==> config.mk <==
export PLATFORM = sky130hd
export DESIGN_NAME = lb_trace_comparator
export DESIGN_NICKNAME = d
export VERILOG_FILES = /design/src/rtl/lb_trace_comparator.sv
export SDC_FILE = /design/constraint.sdc
export NUM_CORES = 1
export LEC_CHECK = 0
export CORE_ASPECT_RATIO = 2
export CORE_MARGIN = 2
export CORE_UTILIZATION = 50
export DETAILED_ROUTE_END_ITERATION = 7
export GPL_ROUTABILITY_DRIVEN = 0
export GPL_TIMING_DRIVEN = 1
export PLACE_DENSITY = 0.7
export SLEW_MARGIN = 0
export SYNTH_ARGS = -nofsm -noshare
export SYNTH_HDL_FRONTEND = slang
export SYNTH_HIERARCHICAL = 1
export SYNTH_SLANG_ARGS = --single-unit
==> constraint.sdc <==
create_clock -name clk -period 9.6 [get_ports clk]
set_input_delay 1.92 -clock clk [delete_from_list [all_inputs] [get_ports clk]]
set_output_delay 1.92 -clock clk [all_outputs]
set_load 0.05 [all_outputs]
==> src/rtl/lb_trace_comparator.sv <==
// lb_trace_comparator: turns two lb_table observation streams into per-copy event FIFOs
// and compares them pairwise in order, tolerating bounded skew; the verdict is sticky.

module lb_trace_fifo #(
  parameter int DEPTH = 4,
  parameter int W     = 64
) (
  input  logic                   clk,
  input  logic                   reset,
  input  logic                   push_i,
  input  logic                   pop_i,
  input  logic [W-1:0]           wdata_i,
  output logic [W-1:0]           rdata_o,
  output logic [$clog2(DEPTH):0] level_o,
  output logic                   full_o,
  output logic                   empty_o
);
  localparam int PW = $clog2(DEPTH);
  localparam logic [PW:0] FULL_LVL = (PW+1)'(DEPTH);

  logic [W-1:0]  mem_q [DEPTH];
  logic [PW-1:0] wr_ptr_q, wr_ptr_d, rd_ptr_q, rd_ptr_d;
  logic [PW:0]   level_q, level_d;
  logic          wr_en, rd_en;

  assign full_o  = (level_q == FULL_LVL);
  assign empty_o = (level_q == '0);
  assign rdata_o = mem_q[rd_ptr_q];
  assign level_o = level_q;

  // A full FIFO still takes a write when its head leaves in the same cycle.
  assign rd_en = pop_i & ~empty_o;
  assign wr_en = push_i & (~full_o | rd_en);

  always_comb begin
    wr_ptr_d = wr_ptr_q;
    rd_ptr_d = rd_ptr_q;
    level_d  = level_q;
    if (wr_en) wr_ptr_d = wr_ptr_q + PW'(1);
    if (rd_en) rd_ptr_d = rd_ptr_q + PW'(1);
    if (wr_en && !rd_en)      level_d = level_q + (PW+1)'(1);
    else if (!wr_en && rd_en) level_d = level_q - (PW+1)'(1);
  end

  always_ff @(posedge clk) begin
    if (reset) begin
      wr_ptr_q <= '0;
      rd_ptr_q <= '0;
      level_q  <= '0;
    end else begin
      wr_ptr_q <= wr_ptr_d;
      rd_ptr_q <= rd_ptr_d;
      level_q  <= level_d;
    end
  end

  always_ff @(posedge clk) begin
    if (wr_en) mem_q[wr_ptr_q] <= wdata_i;
  end
endmodule

// state    | meaning
// IDLE     | after reset, waiting for the first enabled cycle
// RUN      | capturing, draining and comparing both traces
// DIVERGED | verdict latched; FIFOs and counters frozen until reset
module lb_trace_comparator #(
  parameter int DEPTH   = 4,
  parameter int TIMEOUT = 8,
  parameter int AW      = 32
) (
  input  logic                   clk,
  input  logic                   reset,
  input  logic                   en,
  input  logic                   cmp_data,
  input  logic                   valid1,
  input  logic [AW-1:0]          addr1,
  input  logic [AW-1:0]          data1,
  input  logic                   valid2,
  input  logic [AW-1:0]          addr2,
  input  logic [AW-1:0]          data2,
  output logic                   diverge,
  output logic [1:0]             cause,
  output logic [AW-1:0]          div_addr1,
  output logic [AW-1:0]          div_addr2,
  output logic [7:0]             match_count,
  output logic [$clog2(DEPTH):0] level1,
  output logic [$clog2(DEPTH):0] level2
);
  typedef enum logic [1:0] {
    IDLE     = 2'd0,
    RUN      = 2'd1,
    DIVERGED = 2'd2
  } state_t;

  localparam logic [1:0] CAUSE_MISMATCH = 2'd1;
  localparam logic [1:0] CAUSE_TIMEOUT  = 2'd2;
  localparam logic [1:0] CAUSE_OVERFLOW = 2'd3;

  state_t          state_q, state_d;
  logic            vq1_q, vq2_q;
  logic [AW-1:0]   aq1_q, aq2_q;
  logic [7:0]      age_q, age_d, age_inc;
  logic            diverge_q, diverge_d;
  logic [1:0]      cause_q, cause_d;
  logic [AW-1:0]   div_addr1_q, div_addr1_d, div_addr2_q, div_addr2_d;
  logic [7:0]      match_q, match_d;

  logic            evt1, evt2, push1, push2, pop;
  logic            full1, full2, empty1, empty2;
  logic [2*AW-1:0] head1, head2;
  logic            mismatch, ovf, tmo, raise, one_waiting;

  // A new event is a valid edge or an address change while valid stays high.
  assign evt1  = en & valid1 & (~vq1_q | (addr1 != aq1_q));
  assign evt2  = en & valid2 & (~vq2_q | (addr2 != aq2_q));
  assign push1 = evt1 & (state_q != DIVERGED);
  assign push2 = evt2 & (state_q != DIVERGED);
  assign pop   = (state_q == RUN) & ~empty1 & ~empty2;

  lb_trace_fifo #(.DEPTH(DEPTH), .W(2*AW)) u_fifo1 (
    .clk     (clk),
    .reset   (reset),
    .push_i  (push1),
    .pop_i   (pop),
    .wdata_i ({addr1, data1}),
    .rdata_o (head1),
    .level_o (level1),
    .full_o  (full1),
    .empty_o (empty1)
  );

  lb_trace_fifo #(.DEPTH(DEPTH), .W(2*AW)) u_fifo2 (
    .clk     (clk),
    .reset   (reset),
    .push_i  (push2),
    .pop_i   (pop),
    .wdata_i ({addr2, data2}),
    .rdata_o (head2),
    .level_o (level2),
    .full_o  (full2),
    .empty_o (empty2)
  );

  assign mismatch    = pop & ((head1[2*AW-1:AW] != head2[2*AW-1:AW]) |
                              (cmp_data & (head1[AW-1:0] != head2[AW-1:0])));
  assign ovf         = ~pop & ((push1 & full1) | (push2 & full2));
  assign one_waiting = empty1 ^ empty2;
  assign age_inc     = age_q + 8'd1;
  assign tmo         = (state_q == RUN) & one_waiting & (age_inc == 8'(TIMEOUT));
  assign raise       = mismatch | ovf | tmo;

  always_comb begin
    state_d     = state_q;
    age_d       = age_q;
    diverge_d   = diverge_q;
    cause_d     = cause_q;
    div_addr1_d = div_addr1_q;
    div_addr2_d = div_addr2_q;
    match_d     = match_q;
    case (state_q)
      IDLE: begin
        age_d = '0;
        if (en) state_d = RUN;
      end
      RUN: begin
        age_d = (pop || !one_waiting) ? 8'd0 : age_inc;
        if (pop && !mismatch && match_q != 8'hFF) match_d = match_q + 8'd1;
        if (raise) begin
          state_d     = DIVERGED;
          diverge_d   = 1'b1;
          cause_d     = mismatch ? CAUSE_MISMATCH : (ovf ? CAUSE_OVERFLOW : CAUSE_TIMEOUT);
          div_addr1_d = empty1 ? '0 : head1[2*AW-1:AW];
          div_addr2_d = empty2 ? '0 : head2[2*AW-1:AW];
        end
      end
      DIVERGED: begin
      end
      default: state_d = IDLE;
    endcase
  end

  always_ff @(posedge clk) begin
    if (reset) begin
      state_q     <= IDLE;
      vq1_q       <= 1'b0;
      vq2_q       <= 1'b0;
      aq1_q       <= '0;
      aq2_q       <= '0;
      age_q       <= '0;
      diverge_q   <= 1'b0;
      cause_q     <= '0;
      div_addr1_q <= '0;
      div_addr2_q <= '0;
      match_q     <= '0;
    end else begin
      state_q     <= state_d;
      vq1_q       <= valid1;
      vq2_q       <= valid2;
      aq1_q       <= addr1;
      aq2_q       <= addr2;
      age_q       <= age_d;
      diverge_q   <= diverge_d;
      cause_q     <= cause_d;
      div_addr1_q <= div_addr1_d;
      div_addr2_q <= div_addr2_d;
      match_q     <= match_d;
    end
  end

  assign diverge     = diverge_q;
  assign cause       = cause_q;
  assign div_addr1   = div_addr1_q;
  assign div_addr2   = div_addr2_q;
  assign match_count = match_q;
endmodule

==> results of run 1 <==
## through the flow
step | cells | total power (W) | cell area, sq um | setup WS, ns
floorplan | 1496 | 0.003687 | 26830 | 4.900
global placement | 2330 | 0.003902 | 29450 | 3.991
detailed placement | 2330 | 0.003920 | 29450 | 3.984
CTS | 2440 | 0.006330 | 31420 | 4.022
global route | 2440 | 0.006455 | 31420 | 3.659
finish | 2440 | 0.006262 | 31420 | 3.967
## critical path: stages, from the launching register on
cell,delay [ns]
dfxtp_4,0.77
buf_4,0.73
mux4_2,0.64
xor2_1,0.20
nor4_1,0.35
nand4_1,0.15
o21ai_0,1.05
o2111ai_1,0.79
or4_1,0.67
a21oi_1,0.16
## final timing paths
path         depth (start not counted)  slack [ns]                        from                     endpoint
max reg2reg                          9        3.97                        flop  match_count[7]$_SDFFE_PP0P_
max                                  9        3.97                        flop  match_count[7]$_SDFFE_PP0P_
min reg2reg                          2        0.47  div_addr1[17]$_SDFFE_PP0P_   div_addr1[17]$_SDFFE_PP0P_
min                                  2        0.47  div_addr1[17]$_SDFFE_PP0P_   div_addr1[17]$_SDFFE_PP0P_
## state kept, by name (all words and copies together) (netlist names), 3 cells and up, named ones only
signal,count
aq1_q,32
age_q,8
match_count,8
div_addr2,32
u_fifo2/mem_q,256
u_fifo1/mem_q,256
aq2_q,32
u_fifo1/level_o,3
u_fifo2/level_o,3
div_addr1,32
## per-layer routing
layer	up-vias	GRT usage, %	part of all wire, %
met2	431	40.10	53
met3	116	4.749	6.1
met5	-	0	0.050
li1	6197	-	-
met1	6932	25.80	37
met4	4	8.844	4.0
## Yosys cell counts (10+ instances only)
| cell | n | area share [%] |
|---|---|---|
| a21oi_1 | 21 | 0.39 |
| ha_1 | 13 | 0.61 |
| nor4_1 | 30 | 0.70 |
| nand2b_1 | 71 | 1.7 |
| edfxtp_1 | 512 | 57 |
| dfxtp_1 | 169 | 13 |
| buf_12 | 12 | 0.90 |
| nor2b_1 | 68 | 1.6 |
| xor2_1 | 132 | 4.3 |
| or3_1 | 10 | 0.23 |
| buf_2 | 13 | 0.24 |
| o21ai_0 | 13 | 0.24 |
| clkbuf_1 | 35 | 0.49 |
| or3b_2 | 64 | 2.1 |
| nor2_1 | 25 | 0.35 |
| inv_1 | 12 | 0.17 |
| mux2i_1 | 69 | 2.6 |
| nand3_1 | 13 | 0.24 |
| mux4_2 | 124 | 10 |
## power by group
part	internal (W)	switching [W]
Clock	0.00135	0.00107
Sequential	0.00326	0.0000404
Combinational	0.000230	0.000317
Total	0.00484	0.00142
## final cells by class
type,count,area (sq um)
multi-input combinational,733,7516
sequential,681,18770
clock buffer,72,1556
tap,671,839.6
timing repair buffer,233,2286
clock inverter,38,405.4
inverter,12,45.04
fill,3968,21880
## cell families after synthesis
| family | Yosys count | synth area share [%] |
|---|---|---|
| compound gates | 52 | 1.180 |
| xor+xnor | 138 | 4.505 |
| fa+ha+maj | 15 | 0.7555 |
| buf+inv | 82 | 2.154 |
| flops | 681 | 69.91 |
| mux | 199 | 13.49 |
| simple gates | 329 | 8.007 |
## layout by cell type, fill, tap and decap left out, types with 60 or more instances in the layout
cell / count
clkdlybuf4s50_1: 213
clkbuf_16: 60
or3b_2: 64
edfxtp_1: 512
nor2b_1: 68
mux4_2: 124
dfxtp_1: 165
nand2b_1: 71
xor2_1: 132
mux2i_1: 69
==> flow_summary.ini, run 1 <==
[outcome]
run_status = finished clean

[detailed_routing]
via_per_inst = 5.607
vias = 13680
drc = 0
wl_um = 61530
dr.pass1.iters = 5
avgRoutedWirePerCell_um = 25.22
antenna_left = 0
drt-initial-drc-count = 780

[clock_network]
cts_sinks = 681
clkTransAtPathRegs_ns = 0.07
cts_max_path_buffers = 3
cts_setup_buffers = 0
clockRootBuffer = clkbuf_16
clkLatencyLatePin_ns = 0.63
cts_tree = done
cts_buffers = 58
htree_levels = 2
post_cts_resize_count = 0
ctsHoldBuffers = 0

[synthesis]
avgSynthCellArea_sq_um = 17.93
syn_area_sq_um = 26830
postSynthCellCount = 1496
yosysSeqAreaShare_pct = 69.91
synth_fp_nets = 1645
synthArstFlopShare_pct = 0
synth_cell_types = 45
synth_ff_type = edfxtp_1
synth-seq-cells = 681
synth-edff-count = 512
ys_warn_count = 6

[power_and_ir_drop]
p_leak_nw = 10.11
peakVddDrop_mv = 0.1994
power.density_nw_per_um2 = 199.3

[layout]
utilization_pct = 58.94
drive_above_1_share_pct = 18.15
diodes = 0
fin_nets = 1868
areaGrowthSynthToFinish_pct = 17.09

[grt]
grt-ovfl-total = 0
grt_usage_pct = 22.29
grt_pass1_vias = 14048
grt_max_degree = 135
antenna_found_initial = 2
grt_pass1_wl_um = 91420

[floorplanning]
pin_count = 215
core_sq_um = 53300
die_h_um = 331.6
die-width_um = 167.8
start_util_pct = 50.34
die-area_sq_um = 55640
placementRows = 120

[worst_setup_path]
start_kind = flop
cp-end-kind = flop
worstSetupPathType = reg -> reg
cp.arrival_ns = 6.18
path_max_fanout = 37
crit_required_ns = 10.14

[run]
cap_violations = 0

[place]
hpwl_um = 40980
portBuffers = 214

[timing]
fin_hold_ws_ns = 0.4740
clock_skew_ns = 0.02512
final_hold_viol_count = 0
grt_setup_unrepaired = no
slew_viol_final = 0
setup_tns_ns = 0
relSlewSlack_pct = 12.30
setup_viol = 0
fmax_mhz = 177.5
post-route-period-util_pct = 58.68
max_slew.worst_pin.slew_ns = 1.302
period_needed_ns = 5.633

[worst_hold_path]
hold_class = reg -> reg
(Power assumes the default switching activity.)
==> inputs of run 2 (changes only) <==
--- a/config.mk
+++ b/config.mk
@@ -11,7 +11,7 @@
 export DETAILED_ROUTE_END_ITERATION = 7
 export GPL_ROUTABILITY_DRIVEN = 0
 export GPL_TIMING_DRIVEN = 1
-export PLACE_DENSITY = 0.7
+export PLACE_DENSITY = 0.73
 export SLEW_MARGIN = 0
 export SYNTH_ARGS = -nofsm -noshare
 export SYNTH_HDL_FRONTEND = slang
==> constraint.sdc (replaced) <==
create_clock -name clk -period 4.75 [get_ports clk]
set_input_delay 0.95 -clock clk [delete_from_list [all_inputs] [get_ports clk]]
set_output_delay 0.95 -clock clk [all_outputs]
set_load 0.05 [all_outputs]
==> run 2 against run 1 <==
  * Via count grew 1.3%
  * Hold slack lost 0.0031 ns
  * Register-to-register slack lost 3.0 ns
  * Largest cell class unchanged
  * Die area is the same
  * Design area grew 1.5%
  * Setup slack lost 3.0 ns
  * First-iteration DRC count grew 31%
==> flow_summary.ini, run 2 (synthesized netlist as in run 1, its figures left out) <==
[outcome]
run_status = finished clean

[layout]
fin_nets = 1895
utilization_pct = 59.85
final_common_cell = edfxtp_1
areaGrowthSynthToFinish_pct = 18.90
multi_input_area_sq_um = 7516
reg_top3 = u_fifo1/mem_q: 256 flops, u_fifo2/mem_q: 256 flops
final_cell_mix = edfxtp_1 (512), clkdlybuf4s50_1 (213), dfxtp_1 (165)
drive_above_1_share_pct = 19.22
fill_cells = 3900
regArea_sq_um = 18770

[floorplanning]
placementRows = 120
die-width_um = 167.8
core_sq_um = 53300
die-area_sq_um = 55640
start_util_pct = 50.34
pin_count = 215
die_h_um = 331.6

[worst_setup_path]
cp-end-kind = flop
crit_required_ns = 5.30
cp.arrival_ns = 4.36
worstSetupPathType = reg -> reg
path_max_fanout = 18
start_kind = flop

[worst_hold_path]
hold_class = reg -> reg

[timing]
post-route-period-util_pct = 80.14
setup_tns_ns = 0
fmax_mhz = 262.7
max_slew.worst_pin.slew_ns = 0.6694
relSlewSlack_pct = 55.37
clock_skew_ns = 0.02387
setup_viol = 0
period_needed_ns = 3.807
slew_viol_final = 0
grt_setup_unrepaired = no
layout_setup_ws_ns = 0.9432
final_hold_viol_count = 0

[detailed_routing]
vias = 13855
antenna_left = 0
drc = 0
avgRoutedWirePerCell_um = 25.28
wl_um = 62470
via_per_inst = 5.607
dr.pass1.iters = 5
drt-initial-drc-count = 1019

[power_and_ir_drop]
power.density_nw_per_um2 = 400.0
p_leak_nw = 10.32
peakVddDrop_mv = 0.3233

[clock_network]
cts_tree = done
ctsHoldBuffers = 0
post_cts_resize_count = 0
cts_sinks = 681
cts_max_path_buffers = 3
htree_levels = 2
clkLatencyLatePin_ns = 0.62
cts_buffers = 58
cts_setup_buffers = 0
clkTransAtPathRegs_ns = 0.07
clockRootBuffer = clkbuf_16

[grt]
grt_usage_pct = 22.74
grt_pass1_wl_um = 92780
grt-ovfl-total = 0
grt_pass1_vias = 14474
grt_max_degree = 89
antenna_found_initial = 5

[place]
portBuffers = 214
hpwl_um = 42950
dp_slack_ns = 0.3657

[run]
cap_violations = 0
-- run 2: layout make-up --
| class | instances | share of cell area, % |
|---|---|---|
| Multi-Input combinational cell | 733 | 23.56 |
| Antenna cell | 5 | 0.03922 |
| Inverter | 12 | 0.1412 |
| Clock buffer | 72 | 4.844 |
| Clock inverter | 37 | 1.404 |
| Tap cell | 671 | 2.632 |
| Sequential cell | 681 | 58.83 |
| Timing Repair Buffer | 260 | 8.546 |
-- run 2: worst max-delay path, stage by stage, from the launching register on --
cell       delay, ns
dfxtp_4         0.58
buf_12          0.25
mux4_2          0.57
xor2_1          0.18
nor4_1          0.42
buf_4           0.22
nand4_1         0.11
o21ai_0         0.22
buf_4           0.22
o2111ai_1       0.12
buf_4           0.21
or4_1           0.46
a21oi_1         0.14
-- run 2: path summary, 6_finish.rpt --
check | start | to | slack (ns) | cells after the start
worst max-delay path | flop | match_count[5]$_SDFFE_PP0P_ | 0.94 | 12
worst min-delay path | diverge$_SDFFE_PP0P_ | diverge$_SDFFE_PP0P_ | 0.47 | 2
worst min register to register | diverge$_SDFFE_PP0P_ | diverge$_SDFFE_PP0P_ | 0.47 | 2
worst max register to register | flop | match_count[5]$_SDFFE_PP0P_ | 0.94 | 12
-- run 2: per-layer routing --
layer | vias to the layer above | track usage [%] | share of wire (%)
li1 | 6255 | - | -
met1 | 7077 | 25.98 | 36
met2 | 420 | 41.27 | 54
met3 | 103 | 4.391 | 5.8
met4 | 0 | 9.750 | 4.2
met5 | - | 0 | 0
-- run 2: per-stage QoR --
step           hold WS, ns  cell area (sq um)  total power (W)  cells
2_1_floorplan       0.4531              26830         0.007452   1496
3_3_place_gp        0.4593              29890         0.007919   2357
3_5_place_dp        0.4602              29890         0.007953   2357
4_1_cts             0.4704              31890          0.01288   2466
5_1_grt             0.4940              31900          0.01314   2471
6_report            0.4709              31900          0.01276   2471
-- run 2: report_power, final --
| group | switching, W | total [W] | internal, W |
|---|---|---|---|
| combinational | 0.000653 | 0.00115 | 0.000494 |
| sequential | 0.0000831 | 0.00667 | 0.00658 |
| clock | 0.00213 | 0.00495 | 0.00282 |
==> inputs of run 3 (changes only) <==
--- a/config.mk
+++ b/config.mk
@@ -11,7 +11,7 @@
 export DETAILED_ROUTE_END_ITERATION = 7
 export GPL_ROUTABILITY_DRIVEN = 0
 export GPL_TIMING_DRIVEN = 1
-export PLACE_DENSITY = 0.73
+export PLACE_DENSITY = 0.7
 export SLEW_MARGIN = 0
 export SYNTH_ARGS = -nofsm -noshare
 export SYNTH_HDL_FRONTEND = slang
==> constraint.sdc (replaced) <==
create_clock -name clk -period 3.7 [get_ports clk]
set_input_delay 0.74 -clock clk [delete_from_list [all_inputs] [get_ports clk]]
set_output_delay 0.74 -clock clk [all_outputs]
set_load 0.05 [all_outputs]
==> run 3 against run 2 <==
  * Clock skew fell by 0.0077 ns
  * Clock power rose by 31%
  * Hold slack got worse by 0.013 ns
  * Global-route usage rose by 0.078 points
  * Critical path depth did not move
  * Sequential cell count did not move
==> flow_summary.ini, run 3 (synthesized netlist as in run 1, its figures left out) <==
[worst_setup_path]
cp.arrival_ns = 4.00
worst_path_most_repeated_cell = buf_4
max_stage_delay_ns = 0.64
cp.buffers_inverters = 4
crit_required_ns = 4.24
cp-end-kind = flop
r2r_end = match_count[5]$_SDFFE_PP0P_
path_cells = buf_12 > buf_4 > mux4_2 > xor2_1 > nor4_1 > nand4_1 > nor2_1 > buf_4 > o2111ai_1 > buf_4 > or4_1 > a21oi_1
worstSetupPathType = reg -> reg
start_kind = flop
reg2reg_slack_ns = 0.24
r2r_cells = 12
path_max_fanout = 21
critPathSlowestCell = mux4_2
crit_family = simple AND/OR/NAND/NOR gates

[worst_hold_path]
hp-start = diverge$_SDFFE_PP0P_
hold-path-endpoint = diverge$_SDFFE_PP0P_
hold_class = reg -> reg
hold_path_depth = 2

[layout]
reg_top3 = u_fifo1/mem_q: 256 flops, u_fifo2/mem_q: 256 flops
areaGrowthSynthToFinish_pct = 21.76
fin_nets = 1972
final_cell_mix = edfxtp_1 (512), clkdlybuf4s50_1 (213), dfxtp_1 (165)
drive_above_1_share_pct = 22.55
fill_cells = 3904
utilization_pct = 61.29
final_common_cell = edfxtp_1

[floorplanning]
die-width_um = 167.8
start_util_pct = 50.34
die-area_sq_um = 55640
die_h_um = 331.6
pin_count = 215
placementRows = 120
core_sq_um = 53300

[clock_network]
cts_tree = done
cts_setup_buffers = 0
cts_sinks = 681
clkLatencyLatePin_ns = 0.61
clkTransAtPathRegs_ns = 0.07
clockRootBuffer = clkbuf_16
cts_max_path_buffers = 3
cts_buffers = 58
htree_levels = 2

[place]
portBuffers = 214
dp_slack_ns = -0.2845
hpwl_um = 43880

[outcome]
run_status = finished clean

[power_and_ir_drop]
p_leak_nw = 10.77
clkPwrFrac_pct = 39.0
switching_share_pct = 21.94
power.density_nw_per_um2 = 507.2
internal-power_w = 0.01293
peakVddDrop_mv = 0.4637
p_switching_w = 0.003636
pwr-share-seq_pct = 51.6
comb_power_share_pct = 9.4

[timing]
setup_viol = 0
grt_setup_unrepaired = no
slew_viol_final = 0
clock_skew_ns = 0.01614
relSlewSlack_pct = 54.84
max_slew.worst_pin.slew_ns = 0.6774
post-route-period-util_pct = 93.64
period_needed_ns = 3.465
final_hold_viol_count = 0
fmax_mhz = 288.6
layout_setup_ws_ns = 0.2353

[detailed_routing]
drc = 0
drt-initial-drc-count = 774
wl_um = 62420
antenna_left = 0
vias = 13972
avgRoutedWirePerCell_um = 24.55
via_per_inst = 5.494
dr.pass1.iters = 5

[grt]
grtUsageMet2_pct = 41.34
grt_pass1_vias = 14978
grt_usage_pct = 22.82
grt_pass1_wl_um = 93810
grt-ovfl-total = 0
grt_max_degree = 106
busiest_layer = met2
antenna_found_initial = 3
grt_use_met3_pct = 5.095
grtUsageMet1_pct = 25.31

[run]
cap_violations = 0
run 3: worst max path at each step:
stage	to	slack [ns]	cells past startpoint
after global routing	match_count[5]$_SDFFE_PP0P_	0.006	13
after CTS	match_count[7]$_SDFFE_PP0P_	0.11	12
after global placement	u_fifo2/level_o[2]$_SDFFE_PP0P_	-0.23	14
final	match_count[5]$_SDFFE_PP0P_	0.24	12
after floorplan	u_fifo1/mem_q[0][0]$_DFFE_PP_	0.46	6
after detailed placement	u_fifo1/level_o[2]$_SDFFE_PP0P_	-0.28	14
run 3: layout make-up:
cell class                      count  area [sq um]  share of cell area [%]
Clock inverter                     32         410.4                   1.256
Tap cell                          671         839.6                   2.570
Antenna cell                        1         2.502                0.007660
Multi-Input combinational cell    733          7522                   23.03
Sequential cell                   681         18770                   57.45
Clock buffer                       76          1623                   4.967
Inverter                           12         45.04                  0.1379
Timing Repair Buffer              337          3458                   10.59
run 3: power by group through the flow:
stage | logic [W] | clock network, W | registers (W)
final | 0.00157 | 0.00646 | 0.00855
after global routing | 0.00167 | 0.00687 | 0.00857
after CTS | 0.00159 | 0.00659 | 0.00855
after detailed placement | 0.00158 | 0 | 0.00872
after global placement | 0.00155 | 0 | 0.00870
after floorplan | 0.000792 | 0 | 0.00877
run 3: worst register-to-register path, delay by kind of cell, from the launching register on:
kind / cells / cell delay (ns)
and+or+nand+nor: 4 / 1.10
buffers and inverters: 4 / 0.82
muxes: 1 / 0.64
DFF: 1 / 0.37
AOI/OAI and AO/OA: 2 / 0.27
xor gates and xnor gates: 1 / 0.20
run 3: layer usage:
| layer | wire (um) | vias to the layer above |
|---|---|---|
| met4 | 3182 | 4 |
| met2 | 33380 | 392 |
| met5 | 24 | - |
| li1 | - | 6409 |
| met3 | 3704 | 131 |
| met1 | 22130 | 7036 |
run 3: timing repair:
| action | CTS | global route |
|---|---|---|
| hold buffers | 0 | 0 |
| cloned | 0 | 1 |
| setup endpoints to repair | 5 | 8 |
| pin swaps | 0 | 1 |
| resized for setup | 1 | 3 |
run 3: metrics by stage:
step	cell area [sq um]	TNS (ns)	power, W	instances	hold WS [ns]
2_1_floorplan	26840	0	0.009561	1496	0.4531
3_3_place_gp	30590	-10.99	0.01024	2433	0.4465
3_5_place_dp	30590	-23.52	0.01029	2433	0.4548
4_1_cts	32630	0	0.01673	2541	0.4634
5_1_grt	32670	0	0.01711	2542	0.4859
6_report	32670	0	0.01657	2543	0.4583
==> RTL change, RTL diff (settings of run 2) <==
Register the output `level2`, with the module's reset; this adds one clock of latency there. The other outputs are not delayed to match.
--- a/src/rtl/lb_trace_comparator.sv
+++ b/src/rtl/lb_trace_comparator.sv
@@ -97,4 +97,6 @@
   localparam logic [1:0] CAUSE_OVERFLOW = 2'd3;
 
+  logic [$clog2(DEPTH):0] level2_d;
+
   state_t          state_q, state_d;
   logic            vq1_q, vq2_q;
@@ -137,5 +139,5 @@
     .wdata_i ({addr2, data2}),
     .rdata_o (head2),
-    .level_o (level2),
+    .level_o (level2_d),
     .full_o  (full2),
     .empty_o (empty2)
@@ -213,4 +215,12 @@
   assign div_addr2   = div_addr2_q;
   assign match_count = match_q;
+  always_ff @(posedge clk) begin
+    if (reset) begin
+      level2 <= '0;
+    end else begin
+      level2 <= level2_d;
+    end
+  end
+
 endmodule
 
Formal check against the unedited RTL: not equivalent (Yosys sat finds a counterexample within 4 cycles, from zero or initial values and one cycle with reset high).
==> RTL change against run 2 <==
  * Design area decreased by 0.59%
  * Area after synthesis grew 0.38%
  * Sequential cell count rose by 3
  * Utilization shrank 0.52 points
  * Worst hold slack got worse by 0.017 ns
  * Total power is 1.9% lower
  * Non-clock buffer count down 10
  * Fmax is 3.2% lower
  * Worst setup slack got worse by 0.13 ns
  * Synthesized cell count increased by 0.60%
  * Clock power decreased by 5.1%
  * Wire length is 0.75% lower
  * Critical path type unchanged
  * Largest cell class unchanged
==> RTL change: results <==
[timing]
timing.hold.ws_ns = 0.453
worst_pin_slew_ns = 0.882
finClkSkew_ns = 0.0141
max_freq_mhz = 254

[clocking]
clock_latency_ns = 0.60
ctsResizeCount = 0
cts_buffers = 56
clock_sinks = 684

[detailed_routing]
wire_per_inst_um = 25.1
via_per_inst = 5.61
drt_iter0_drc = 1002
wirelength_um = 62000

[final_layout]
seq_area_sq_mm = 0.0188
clkbuf_count = 82
num_antenna_cells = 4
multi_input_cells = 738
multi_input_area_sq_mm = 0.00755
inverters = 13
fin_nets = 1892
drive_gt1_share_pct = 18.8
fill_cells = 3976
multi_input_area_share_pct = 23.8
buffer_area_share_pct = 8.04
buffers = 250
clock_tree_area_fraction_pct = 5.93

[placed_design]
place_area_sq_mm = 0.0298
dp_slack_ns = 0.397
post-place-cells = 2356

[critical_path]
rrSetupSlack_ns = 0.82
arrival_ns = 4.46
crit_type = flop to flop

[logic_synthesis]
synth_compound_area_share_pct = 1.19
yosysSeqAreaShare_pct = 69.9
syn_area_per_cell_sq_um = 17.9
synth.area.top_cells = edfxtp_1 (57%), dfxtp_1 (13%), mux4_2 (10%)
syn-num-nets = 1654
synth_cell_types = 50
synth_xor_area_share_pct = 4.52
synth-adder-area-share_pct = 0.753

[global_routing]
grt_pass1_wl_um = 92200
grt_use_met2_pct = 40.9
grt_use_met3_pct = 3.61
grt_max_degree = 104
antenna_found_initial = 11
grt_pass1_vias = 14600

[pwr]
clock_power_mw = 4.70
seq_power_share_pct = 53.5
vdd.ir_drop.worst_v = 0.000391
p_sw_mw = 2.80
leakagePower_nw = 10.2

[outcome]
status = finished, final reports clean

[floorplan]
dieArea_sq_mm = 0.0559
-- RTL change: cell types whose count changed in the layout (fill, tap and decap cells not counted), moves of 4 or more --
| cell | run 2 | this run |
|---|---|---|
| buf_12 | 19 | 11 |
| bufinv_16 | 9 | 4 |
| clkbuf_8 | 2 | 7 |
| clkinv_1 | 10 | 4 |
| nand4_1 | 8 | 12 |
| nor2b_1 | 68 | 73 |
| nor4_1 | 30 | 25 |
| xnor2_1 | 6 | 33 |
| xor2_1 | 132 | 106 |
-- RTL change: worst max-delay path, stage by stage, from the launching register on --
cell and delay, ns:
dfxtp_4 0.61, buf_4 0.40, mux4_2 0.63, xor2_1 0.19
nor4_1 0.39, nand4_1 0.15, nor2_1 0.17, buf_4 0.17
o2111ai_1 0.38, or4_1 0.61, a21oi_1 0.14
-- RTL change: layer usage --
metal,wire length (um),up-vias
met5,65,-
met1,22300,7052
met3,2820,137
met2,33500,396
met4,3340,10
li1,-,6244
